File: config.mk
export PLATFORM = sky130hd
export DESIGN_NAME = clk_div_bank
export DESIGN_NICKNAME = d
export VERILOG_FILES = /design/src/rtl/clk_div_pkg.sv /design/src/rtl/clk_div_chan.sv /design/src/rtl/clk_div_bank.sv
export SDC_FILE = /design/constraint.sdc
export NUM_CORES = 1
export LEC_CHECK = 0
export BUFFER_PORTS_ARGS = -buffer_cell sky130_fd_sc_hd__clkbuf_2
export CAP_MARGIN = 20
export CORE_UTILIZATION = 40
export CTS_CLUSTER_DIAMETER = 50
export DETAILED_ROUTE_END_ITERATION = 7
export SKIP_LAST_GASP = 1
export SLEW_MARGIN = 20
export SYNTH_ARGS = -nofsm -noshare
export SYNTH_HDL_FRONTEND = slang
export SYNTH_HIERARCHICAL = 1
export SYNTH_SLANG_ARGS = --single-unit
export TNS_END_PERCENT = 10
File: constraint.sdc
create_clock -name clk -period 6.6 [get_ports clk]
set_input_delay 0.33 -clock clk [delete_from_list [all_inputs] [get_ports clk]]
set_output_delay 0.33 -clock clk [all_outputs]
set_load 0.005 [all_outputs]
File: src/rtl/clk_div_pkg.sv
// Shared constants for the clock-divider bank: mode encoding, default
// counter width and the legacy start-delay waveform.
package clk_div_pkg;

    localparam logic MODE_FREE    = 1'b0;
    localparam logic MODE_ONESHOT = 1'b1;

    localparam int CW_DEF        = 16;
    localparam int LEGACY_PERIOD = 8192;
    localparam int LEGACY_THRESH = 4096;

endpackage

File: src/rtl/clk_div_chan.sv
// One programmable clock-enable / waveform channel.
// Outputs reflect the pre-increment count, so they lag cnt by one edge.
module clk_div_chan
    import clk_div_pkg::*;
#(
    parameter int CW         = CW_DEF,
    parameter int DEF_PERIOD = LEGACY_PERIOD,
    parameter int DEF_THRESH = LEGACY_THRESH
) (
    input  logic          clk,
    input  logic          rst_n,
    input  logic          en,
    input  logic          load,
    input  logic          mode,
    input  logic [CW-1:0] period,
    input  logic [CW-1:0] thresh,
    output logic          wave,
    output logic          tick,
    output logic          done
);

    localparam logic [CW-1:0] ONE   = CW'(1);
    localparam logic [CW-1:0] DEF_P = CW'(DEF_PERIOD);
    localparam logic [CW-1:0] DEF_T = CW'(DEF_THRESH);

    logic [CW-1:0] cnt;
    logic [CW-1:0] period_r;
    logic [CW-1:0] thresh_r;
    logic          mode_r;
    logic          term;

    // Terminal count; only meaningful when period_r is non-zero.
    assign term = (cnt == period_r - ONE);

    // Channel state: reset > load > disabled > count > hold.
    always_ff @(posedge clk) begin
        if (!rst_n) begin
            cnt      <= '0;
            period_r <= DEF_P;
            thresh_r <= DEF_T;
            mode_r   <= MODE_FREE;
            wave     <= 1'b0;
            tick     <= 1'b0;
            done     <= 1'b0;
        end else if (load) begin
            // Restart without a tick even if the old count was terminal.
            period_r <= period;
            thresh_r <= thresh;
            mode_r   <= mode;
            cnt      <= '0;
            wave     <= 1'b0;
            tick     <= 1'b0;
            done     <= 1'b0;
        end else if (period_r == '0) begin
            cnt  <= '0;
            wave <= 1'b0;
            tick <= 1'b0;
            done <= 1'b0;
        end else if (en) begin
            wave <= (cnt >= thresh_r);
            if (done) begin
                // One-shot finished: park on the terminal count.
                tick <= 1'b0;
            end else if (term) begin
                tick <= 1'b1;
                if (mode_r == MODE_ONESHOT) done <= 1'b1;
                else                        cnt  <= '0;
            end else begin
                cnt  <= cnt + ONE;
                tick <= 1'b0;
            end
        end else begin
            tick <= 1'b0;
        end
    end

endmodule

File: src/rtl/clk_div_bank.sv
// Bank of NCH independent clock-divider channels. With reset defaults each
// channel reproduces the legacy start-delay waveform (4096 low, 4096 high).
module clk_div_bank
    import clk_div_pkg::*;
#(
    parameter int NCH        = 4,
    parameter int CW         = CW_DEF,
    parameter int DEF_PERIOD = LEGACY_PERIOD,
    parameter int DEF_THRESH = LEGACY_THRESH
) (
    input  logic              clk,
    input  logic              rst_n,
    input  logic [NCH-1:0]    en_i,
    input  logic [NCH-1:0]    load_i,
    input  logic [NCH-1:0]    mode_i,
    input  logic [NCH*CW-1:0] period_i,
    input  logic [NCH*CW-1:0] thresh_i,
    output logic [NCH-1:0]    wave_o,
    output logic [NCH-1:0]    tick_o,
    output logic [NCH-1:0]    done_o
);

    for (genvar k = 0; k < NCH; k++) begin : g_chan
        clk_div_chan #(
            .CW         (CW),
            .DEF_PERIOD (DEF_PERIOD),
            .DEF_THRESH (DEF_THRESH)
        ) u_chan (
            .clk    (clk),
            .rst_n  (rst_n),
            .en     (en_i[k]),
            .load   (load_i[k]),
            .mode   (mode_i[k]),
            .period (period_i[k*CW +: CW]),
            .thresh (thresh_i[k*CW +: CW]),
            .wave   (wave_o[k]),
            .tick   (tick_o[k]),
            .done   (done_o[k])
        );
    end

endmodule

After elaboration in Yosys (flattened, before gate mapping)
Cells that the tools add are included.
Word-level totals
  register bits after elaboration: 208
  bits in latches: 0
  RAM bits: 0
  bits in read-only memories: 0
  input port bits: 142
  output and inout port bits: 12
  logic and storage cells: 97
  memories kept: 0
Cells by class
  add/subtract/negate cells: 8
  multipliers: 0
  div/mod/pow operators: 0
  $lt $le $gt $ge: 4
  eq/ne operators: 8
  shifts and indexed selects: 0
  muxes and demuxes: 24
  bitwise gates (word level): 9
  reductions and logical operators: 16
Operators with widths (number)
  2-to-1 mux 16 bit: 8
  adder 16 x 1 -> 16 bit (second input constant): 4
  equality test 16 bit: 4
  >= comparator 16 bit: 4
  zero test 16 bit: 4
  subtractor 16 x 1 -> 16 bit (second input constant): 4
  OR reduction 5 bit: 4
  2-to-1 mux 1 bit: 16
  AND reduction 3 bit: 4
  OR reduction 3 bit: 4
  inverter 1 bit: 9
  inequality test 2 bit (second input constant): 4

Longest topological paths before layout
Gate-level depths: netlist of the first run.
  depth in word-level cells: 4
  depth in mapped cells: 10

Cells and area by module
Netlist of the first run, hierarchy kept.
Modules (own cells, without submodules)
  clk_div_chan: instances 4, cells an instance 353, area an instance 3164.3 µm²

Worst setup path after synthesis of the first run
Ideal clock, no wire load.
  path type: register -> register
  start: reg g_chan[0].u_chan.period_r[7]
  end: reg g_chan[0].u_chan.cnt[5]
  arrival time: 2.629 ns
  data required time: 6.456 ns
  slack: 3.827 ns
  stages on the path, launching flop included: 10
  period minus slack after synthesis: 2.773 ns
  path through: dfxtp_1 > buf_6 > or4_4 > or3_1 > a2111o_1 > a2111oi_4 > and4_4 > buf_6 > or4_1 > a21oi_1
On the way
  word-level cells in the longest chain between the ends: 4
  elaborated cells between the ends (all ways): 7
  those cells by class: add/sub: 1; eq/ne: 2; mux: 1; reduce/logical: 3
RTL lines
  from (decl): line clk_div_chan.sv:27  | logic [CW-1:0] period_r;
  from (signal assigned): line clk_div_chan.sv:47  | period_r <= period;
  subtractor 16 x 1 -> 16 bit: line clk_div_chan.sv:33  | assign term = (cnt == period_r - ONE);
  equality test 16 bit: line clk_div_chan.sv:33
  inequality test 2 bit (no line)
  AND reduction 3 bit (no line)
  to (signal assigned): line clk_div_chan.sv:69  | cnt <= cnt + ONE;
  to (decl): line clk_div_chan.sv:26  | logic [CW-1:0] cnt;
Parallel ways exist; a longest one is shown, timed or not.
A chain may end at the register's enable or synchronous reset.

Worst setup path in the final report of the first run
  start: reg g_chan[1].u_chan.period_r[7]
  end: reg g_chan[1].u_chan.cnt[7]
On the way
  word-level cells in the longest chain between the ends: 4
  elaborated cells between the ends (all ways): 7
  those cells by class: add/sub: 1; eq/ne: 2; mux: 1; reduce/logical: 3
RTL lines (line)
  from (decl): clk_div_chan.sv:27
  from (signal assigned): clk_div_chan.sv:47
  subtractor 16 x 1 -> 16 bit: clk_div_chan.sv:33
  equality test 16 bit: clk_div_chan.sv:33
  inequality test 2 bit (no line)
  AND reduction 3 bit (no line)
  to (signal assigned): clk_div_chan.sv:69
  to (decl): clk_div_chan.sv:26
Parallel ways exist; a longest one is shown, timed or not.

==> impl_metrics.env, run 1 <==
export IMPL_slowest_stage="or4_4"
export IMPL_crit_path_cell_trace="or4_4 > or3_1 > a2111o_1 > a2111oi_4 > and4_4 > or4_1 > a21oi_1"
export IMPL_yosys_warnings=6
export IMPL_cts_resized=0
export IMPL_syn_avg_cell_area_um2=8.96
export IMPL_drt_iter0_drc=661
export IMPL_initial_core_util=0.411
export IMPL_grt_max_degree=71
export IMPL_detail_route_wl_per_cell_um=15.5
export IMPL_grt_usage=0.189
export IMPL_synth_edf_count=0
export IMPL_ctsRootBufferMaster="clkbuf_16"
export IMPL_synth_area_um2=12700
export IMPL_fin_crit_sh=0.451
export IMPL_tightest_slew_ns=0.739
export IMPL_coreArea_um2=30800
export IMPL_leakage_nw=6.20
export IMPL_syn_inst=1412
export IMPL_antenna_left=0
export IMPL_synth_cell_types=56
export IMPL_drc=9
export IMPL_synth_common_cells="dfxtp_1, mux2i_1, nor2b_1"
export IMPL_cts_tree="yes"
export IMPL_die_w_um=180
export IMPL_synth_most_common_cell="dfxtp_1"
export IMPL_port_buffers=153
export IMPL_hold_class="input pin to register"
export IMPL_crit_type="register to register"
export IMPL_drt_pass1_iter_count=7
export IMPL_wl_met3_um=1550
export IMPL_wl_met2_um=13700
export IMPL_io_pin_count=154
export IMPL_die_h_um=180
export IMPL_outcome="finished, violations left"
export IMPL_rsz0062_at_grt="false"
export IMPL_cts_buffer_depth=3
export IMPL_grt_pass1_vias=10000
export IMPL_dp_slack_ns=3.66
export IMPL_synth_top_cell_area_share=0.329
export IMPL_cp_required_ns=6.96
export IMPL_grt_antenna_before_repair=0
export IMPL_timing_final_ws_setup_ns=3.62
export IMPL_fin_crit_ns=2.98
export IMPL_vias=10600
export IMPL_ctsHoldBuffers=0
export IMPL_grt_pass1_wl_um=50800
export IMPL_cp_start_kind="register"
export IMPL_grt_overflow_total=0
export IMPL_synth_top_cells_by_area="dfxtp_1, mux2i_1, ha_1"
export IMPL_cap_viol_max_count=0
export IMPL_viasPerCell=5.37
export IMPL_end_kind="register"
export IMPL_drive_above_1_share=0.160
export IMPL_dieArea_um2=32400
export IMPL_power_w=0.00368
export IMPL_max_stage_delay_ns=0.57
export IMPL_postCtsSetupRepairBufs=0
export IMPL_clock_latency_ns=0.50
export IMPL_routabilityCongestion=0.890
export IMPL_antenna_cells=0
export IMPL_numCtsBuffers=35
export IMPL_n_fill_cell=2992
export IMPL_ys_flop_type="dfxtp_1"
export IMPL_routed_wl_um=30600
export IMPL_async_reset_ff_frac=0
export IMPL_top_layer="met4"
export IMPL_htreeDepth=2
export IMPL_critPathMaxFanout=20
export IMPL_drv_slew=0
export IMPL_worstPathArrival_ns=3.33
export IMPL_place_hpwl_um=22600
export IMPL_post_dp_cell_area_um2=13700
export IMPL_syn2layout_area_growth_pct=17.9
export IMPL_setup_viol=0
export IMPL_synth_seq_cells=208
export IMPL_hold_violations=0
export IMPL_syn_nets=1626
export IMPL_max_slew_margin=0.505
export IMPL_final_nets=1771
export IMPL_skew_ns=0.0108
export IMPL_ys_seq_area_frac=0.329
export IMPL_rows=64
export IMPL_peakVddDrop_mv=0.265
export IMPL_clk_pin_slew_ns=0.05
export IMPL_tns_ns=0
export IMPL_stdcell_area_um2=14900
export IMPL_p_per_area_nw_per_um2=246
export IMPL_violations="design-rule violations"
export IMPL_met1_length_um=14700
export IMPL_cts_sinks=208
export IMPL_fmax_mhz=336
export IMPL_synth_top_cell_by_area="dfxtp_1"
==> worst max-delay path, delay by kind of cell, from the launching register on <==
| family | cells | cell delay, ns |
|---|---|---|
| and+or+nand+nor | 4 | 1.50 |
| AOI/OAI and AO/OA | 3 | 0.95 |
| DFF | 1 | 0.38 |
==> state kept, by name, indices dropped and copies added, names as in the netlist <==
signal / cells
g_chan.u_chan/tick: 4
g_chan.u_chan/done: 4
g_chan.u_chan/thresh_r: 64
g_chan.u_chan/mode_r: 4
g_chan.u_chan/period_r: 64
g_chan.u_chan/wave: 4
g_chan.u_chan/cnt: 64
==> cells in the final DEF, fill, tap and decap left out, types with 12 or more instances in the layout <==
master and n:
nand2_1 72, or3_1 32, nand3b_1 20, nand4_1 52, o21ai_1 36, clkbuf_16 37
o21ai_0 12, clkbuf_2 152, inv_1 88, dfxtp_1 208, mux2i_1 148, a21oi_1 48
a21o_1 20, xor2_1 36, ha_1 72, nor2b_1 140, nand2b_1 16, xnor2_1 36
nor2_1 40, nand3_1 60, and3_1 12, o211ai_1 12, nor3_1 28, a22oi_1 16
==> layer usage <==
metal,global-route usage,vias to the layer above
met5,0,-
li1,-,5414
met1,0.254,4898
met4,0.0634,0
met2,0.302,248
met3,0.0348,52
==> metrics by stage <==
stage	std cells	hold slack, ns	util
final	1977	0.0420	0.484
after global routing	1977	0.0441	0.484
after CTS	1977	0.0186	0.484
after detailed placement	1916	0.489	0.444
after global placement	1916	0.480	0.444
after floorplan	1412	0.458	-
==> report_power, final <==
| group | internal, W | switching [W] |
|---|---|---|
| Combinational | 0.000206 | 0.000224 |
| Clock | 0.00124 | 0.000641 |
| Sequential | 0.00131 | 0.0000552 |
==> path summary, 6_finish.rpt <==
path | startpoint | end | slack (ns) | cells past startpoint
min | period_i[29] | g_chan[1].u_chan/period_r[13] | 0.04 | 3
max | g_chan[1].u_chan/period_r[7] | g_chan[1].u_chan/cnt[7] | 3.62 | 7
max reg2reg | g_chan[1].u_chan/period_r[7] | g_chan[1].u_chan/cnt[7] | 3.62 | 7
min reg2reg | g_chan[3].u_chan/thresh_r[12] | g_chan[3].u_chan/thresh_r[12] | 0.50 | 2
==> layout make-up <==
cell class	count	area, um^2	area share
clock buffer	47	1020	0.0686
inverter	88	330	0.0221
clock inverter	14	188	0.0126
multi-input combinational	1064	7910	0.530
sequential	208	4160	0.279
tap	396	495	0.0332
timing repair buffer	160	821	0.0550
==> kinds of logic after synthesis <==
kind of cell / share of synthesized area
adders and majority gates: 0.0712
muxes: 0.121
and+or+nand+nor: 0.254
buffers and inverters: 0.0490
DFF: 0.329
xor gates and xnor gates: 0.0498
AOI/OAI and AO/OA: 0.127
No activity file was read; power rests on OpenSTA's default activity.
==> inputs of run 2 (changes only) <==
==> constraint.sdc (replaced) <==
create_clock -name clk -period 2.6 [get_ports clk]
set_input_delay 0.13 -clock clk [delete_from_list [all_inputs] [get_ports clk]]
set_output_delay 0.13 -clock clk [all_outputs]
set_load 0.005 [all_outputs]
==> impl_metrics.env, run 2 (synthesized netlist as in run 1, its figures left out) <==
export IMPL_p_per_area_nw_per_um2=533
export IMPL_hold_class="input pin to register"
export IMPL_leakage_nw=7.19
export IMPL_drive_above_1_share=0.195
export IMPL_drc=20
export IMPL_worstPathArrival_ns=3.19
export IMPL_crit_buf_inv=2
export IMPL_max_stage_delay_ns=0.53
export IMPL_final_nets=2008
export IMPL_rows=64
export IMPL_drt_pass1_iter_count=7
export IMPL_io_pin_count=154
export IMPL_end_kind="register"
export IMPL_grt_pass1_wl_um=56500
export IMPL_fin_crit_sh=1.06
export IMPL_vias=11700
export IMPL_max_slew_margin=0.479
export IMPL_skew_ns=0.0108
export IMPL_power_w=0.00906
export IMPL_violations="design-rule violations, negative setup slack"
export IMPL_fin_crit_ns=2.76
export IMPL_crit_path_cell_trace="or4_4 > or3_1 > a2111o_1 > a2111oi_4 > buf_4 > nand4_1 > buf_6 > nand3b_1 > mux2i_1"
export IMPL_syn2layout_area_growth_pct=34.3
export IMPL_tns_ns=-5.62
export IMPL_slowest_stage="or4_4"
export IMPL_reg_top3="g_chan.u_chan/cnt (64), g_chan.u_chan/period_r (64), g_chan.u_chan/thresh_r (64)"
export IMPL_htreeDepth=1
export IMPL_crit_type="register to register"
export IMPL_setup_viol=70
export IMPL_post_route_util=0.551
export IMPL_fmax_mhz=362
export IMPL_place_hpwl_um=24300
export IMPL_grt_max_degree=55
export IMPL_holdWs_ns=0.0285
export IMPL_multi_input_area_um2=7970
export IMPL_cts_buffer_depth=3
export IMPL_drt_iter0_drc=572
export IMPL_final_common_cell="dfxtp_1"
export IMPL_antenna_left=0
export IMPL_viasPerCell=5.28
export IMPL_clock_latency_ns=0.55
export IMPL_detail_route_wl_per_cell_um=15.5
export IMPL_n_fill_cell=2785
export IMPL_routed_wl_um=34400
export IMPL_critPathMaxFanout=8
export IMPL_drv_slew=0
export IMPL_cap_viol_max_count=0
export IMPL_clk_pin_slew_ns=0.06
export IMPL_r2r_slack_ns=-0.16
export IMPL_grt_overflow_total=0
export IMPL_coreArea_um2=30800
export IMPL_die_w_um=180
export IMPL_cts_tree="yes"
export IMPL_seq_area_um2=4170
export IMPL_rsz0062_at_grt="true"
export IMPL_peakVddDrop_mv=0.471
export IMPL_port_buffers=153
export IMPL_routabilityCongestion=0.858
export IMPL_layout_common_cells="dfxtp_1, clkbuf_2, mux2i_1, dlygate4sd3_1, nor2b_1"
export IMPL_tightest_slew_ns=0.780
export IMPL_ctsRootBufferMaster="clkbuf_16"
export IMPL_numCtsBuffers=31
export IMPL_grt_usage=0.209
export IMPL_outcome="finished, violations left"
export IMPL_initial_core_util=0.411
export IMPL_grt_antenna_before_repair=1
export IMPL_cp_required_ns=3.03
export IMPL_cp_start_kind="register"
export IMPL_die_h_um=180
export IMPL_dieArea_um2=32400
export IMPL_path_delay_family="simple AND/OR/NAND/NOR gates"
export IMPL_hold_violations=0
export IMPL_cts_sinks=208
export IMPL_grt_pass1_vias=11400
export IMPL_timing_final_ws_setup_ns=-0.160
## run 2: cell types whose count changed in the layout (fill, tap and decap cells not counted), moves of 4 or more
cell	change
dlygate4sd3_1	+148
buf_4	+88
dfxtp_1	-8
dfxtp_2	+8
clkbuf_16	-6
clkinvlp_4	+4
## run 2: final timing paths
kind	startpoint	end	depth (start not counted)
max	g_chan[3].u_chan/period_r[10]	g_chan[3].u_chan/cnt[15]	9
min reg2reg	g_chan[3].u_chan/thresh_r[12]	g_chan[3].u_chan/thresh_r[12]	2
min	load_i[1]	g_chan[1].u_chan/wave	4
max reg2reg	g_chan[3].u_chan/period_r[10]	g_chan[3].u_chan/cnt[15]	9
## run 2: timing repair
| item | CTS | global route |
|---|---|---|
| cloned | 4 | 0 |
| hold buffers | 147 | 1 |
| endpoints found under the setup margin | 70 | 72 |
| setup buffers | 1 | 0 |
| pin swaps | 7 | 12 |
| resized for setup | 5 | 5 |
| hold endpoints to repair | 142 | 4 |
## run 2: power by group
| part | total, W | switching, W | internal, W |
|---|---|---|---|
| clock | 0.00418 | 0.00158 | 0.00260 |
| combinational | 0.00146 | 0.000685 | 0.000770 |
| sequential | 0.00343 | 0.000108 | 0.00332 |
| total | 0.00906 | 0.00237 | 0.00669 |
## run 2: layout make-up
| cell class | instances | area share |
|---|---|---|
| inverter | 88 | 0.0194 |
| timing repair buffer | 397 | 0.175 |
| clock buffer | 38 | 0.0495 |
| multi-input combinational | 1068 | 0.469 |
| clock inverter | 18 | 0.0119 |
| antenna | 2 | 0.000294 |
| tap | 396 | 0.0292 |
| sequential | 208 | 0.246 |
## run 2: worst register-to-register path: stages (launching register included)
cell       delay (ns)
dfxtp_2          0.32
or4_4            0.53
or3_1            0.32
a2111o_1         0.43
a2111oi_4        0.41
buf_4            0.18
nand4_1          0.10
buf_6            0.18
nand3b_1         0.09
mux2i_1          0.08
## run 2: through the flow
| stage | setup slack, ns | area (um^2) | instances |
|---|---|---|---|
| 6_report | -0.160 | 17000 | 2215 |
| 5_1_grt | -0.300 | 17000 | 2214 |
| 4_1_cts | -0.147 | 16900 | 2211 |
| 3_5_place_dp | -0.177 | 14400 | 2003 |
| 3_3_place_gp | -0.132 | 14400 | 2003 |
| 2_1_floorplan | -0.0442 | 12700 | 1412 |
## run 2: routing by layer
metal | global-route usage | vias up | wire length (um)
met5 | 0 | - | 0
met4 | 0.0559 | 0 | 845
met3 | 0.0271 | 55 | 1400
met2 | 0.365 | 264 | 16100
met1 | 0.270 | 5462 | 16100
li1 | - | 5906 | -
==> inputs of run 3 (changes only) <==
--- a/config.mk
+++ b/config.mk
@@ -5,11 +5,11 @@
 export SDC_FILE = /design/constraint.sdc
 export NUM_CORES = 1
 export LEC_CHECK = 0
-export BUFFER_PORTS_ARGS = -buffer_cell sky130_fd_sc_hd__clkbuf_2
 export CAP_MARGIN = 20
 export CORE_UTILIZATION = 40
 export CTS_CLUSTER_DIAMETER = 50
 export DETAILED_ROUTE_END_ITERATION = 7
+export DONT_BUFFER_PORTS = 1
 export SKIP_LAST_GASP = 1
 export SLEW_MARGIN = 20
 export SYNTH_ARGS = -nofsm -noshare
==> constraint.sdc (replaced) <==
create_clock -name clk -period 2.9 [get_ports clk]
set_input_delay 0.145 -clock clk [delete_from_list [all_inputs] [get_ports clk]]
set_output_delay 0.145 -clock clk [all_outputs]
set_load 0.005 [all_outputs]
==> impl_metrics.env, run 3 (synthesized netlist as in run 1, its figures left out) <==
export IMPL_outcome="finished, violations left"
export IMPL_violations="design-rule violations"
export IMPL_clk_pin_slew_ns=0.06
export IMPL_die_w_um=180
export IMPL_antenna_cells=0
export IMPL_rows=64
export IMPL_cap_viol_max_count=0
export IMPL_initial_core_util=0.411
export IMPL_grt_overflow_total=0
export IMPL_holdWs_ns=0.0328
export IMPL_n_fill_cell=2789
export IMPL_p_clk_frac=0.469
export IMPL_critPathMaxFanout=20
export IMPL_fmax_mhz=354
export IMPL_layout_common_cells="dlygate4sd3_1, dfxtp_1, mux2i_1"
export IMPL_vias=11200
export IMPL_tightest_slew_ns=1.04
export IMPL_ctsRootBufferMaster="clkbuf_16"
export IMPL_switchingPower_w=0.00204
export IMPL_fin_crit_sh=0.974
export IMPL_syn2layout_area_growth_pct=29.8
export IMPL_routed_wl_um=33700
export IMPL_detail_route_wl_per_cell_um=16.3
export IMPL_htreeDepth=1
export IMPL_cts_sinks=208
export IMPL_cp_required_ns=3.32
export IMPL_drt_iter0_drc=540
export IMPL_power_frac_comb=0.150
export IMPL_routabilityCongestion=0.904
export IMPL_final_nets=1862
export IMPL_dieArea_um2=32400
export IMPL_antenna_left=0
export IMPL_crit_type="register to register"
export IMPL_coreArea_um2=30800
export IMPL_cts_tree="yes"
export IMPL_grt_antenna_before_repair=0
export IMPL_numCtsBuffers=31
export IMPL_leakage_nw=6.48
export IMPL_seqPwrFrac=0.382
export IMPL_p_per_area_nw_per_um2=492
export IMPL_port_buffers=0
export IMPL_p_int_w=0.00605
export IMPL_hold_class="input pin to register"
export IMPL_power_w=0.00808
export IMPL_setup_viol=0
export IMPL_final_common_cell="dlygate4sd3_1"
export IMPL_end_kind="register"
export IMPL_grt_max_degree=134
export IMPL_drt_pass1_iter_count=7
export IMPL_place_hpwl_um=22500
export IMPL_cp_start_kind="register"
export IMPL_viasPerCell=5.41
export IMPL_grt_pass1_wl_um=55300
export IMPL_grt_usage=0.205
export IMPL_fin_crit_ns=2.82
export IMPL_peakVddDrop_mv=0.405
export IMPL_io_pin_count=154
export IMPL_max_slew_margin=0.304
export IMPL_grt_pass1_vias=11000
export IMPL_switching_share=0.252
export IMPL_r2r_slack_ns=0.08
export IMPL_die_h_um=180
export IMPL_drc=9
export IMPL_drive_above_1_share=0.0779
export IMPL_hold_violations=0
export IMPL_reg_top3="g_chan.u_chan/cnt (64), g_chan.u_chan/period_r (64), g_chan.u_chan/thresh_r (64)"
export IMPL_cts_buffer_depth=3
export IMPL_rsz0062_at_grt="true"
export IMPL_clock_latency_ns=0.55
export IMPL_drv_slew=0
export IMPL_worstPathArrival_ns=3.25
export IMPL_skew_ns=0.0146
export IMPL_post_route_util=0.533
run 3: per-stage QoR:
stage | setup slack, ns | instances | area (um^2) | setup TNS (ns)
6_report | 0.0755 | 2065 | 16400 | 0
4_1_cts | 0.0809 | 2061 | 16400 | 0
3_5_place_dp | 0.0866 | 1793 | 13200 | 0
5_1_grt | -0.0306 | 2065 | 16400 | -0.258
3_3_place_gp | 0.131 | 1793 | 13200 | 0
2_1_floorplan | 0.127 | 1412 | 12700 | 0
run 3: worst paths after layout:
check	cells after the start	end	from
min reg2reg	2	g_chan[0].u_chan/thresh_r[10]	g_chan[0].u_chan/thresh_r[10]
max	7	g_chan[0].u_chan/cnt[7]	g_chan[0].u_chan/period_r[7]
max reg2reg	7	g_chan[0].u_chan/cnt[7]	g_chan[0].u_chan/period_r[7]
min	3	g_chan[1].u_chan/thresh_r[0]	load_i[1]
run 3: layer usage:
metal | global-route usage | vias up | wire length [um]
met5 | 0 | - | 0
met2 | 0.348 | 233 | 16000
met4 | 0.0676 | 0 | 927
li1 | - | 5600 | -
met1 | 0.265 | 5279 | 15400
met3 | 0.0320 | 57 | 1470
run 3: power by group through the flow:
stage | registers, W | logic (W) | clock network [W]
final | 0.00308 | 0.00121 | 0.00379
after global placement | 0.00314 | 0.000844 | 0
after floorplan | 0.00312 | 0.000736 | 0
after global routing | 0.00310 | 0.00133 | 0.00401
after detailed placement | 0.00314 | 0.000858 | 0
after CTS | 0.00308 | 0.00119 | 0.00390
run 3: critical path: stages, from the launching register on:
cell,delay [ns]
dfxtp_1,0.31
or4_4,0.54
or3_1,0.36
a2111o_1,0.47
a2111oi_4,0.38
and4_4,0.42
or4_1,0.16
a21oi_1,0.06
run 3: cell type report:
| class | count | area (um^2) | area share |
|---|---|---|---|
| Sequential cell | 208 | 4160 | 0.253 |
| Inverter | 88 | 330 | 0.0201 |
| Clock buffer | 39 | 846 | 0.0515 |
| Clock inverter | 15 | 203 | 0.0123 |
| Timing Repair Buffer | 254 | 2480 | 0.151 |
| Multi-Input combinational cell | 1065 | 7910 | 0.482 |
| Tap cell | 396 | 495 | 0.0301 |
run 3: timing repair:
item                                   in CTS  in global routing
endpoints found under the hold margin     171                  3
buffers inserted                            0                  2
setup endpoints to repair                   0                 30
gates resized for setup                     0                  1
hold buffers                              214                  1
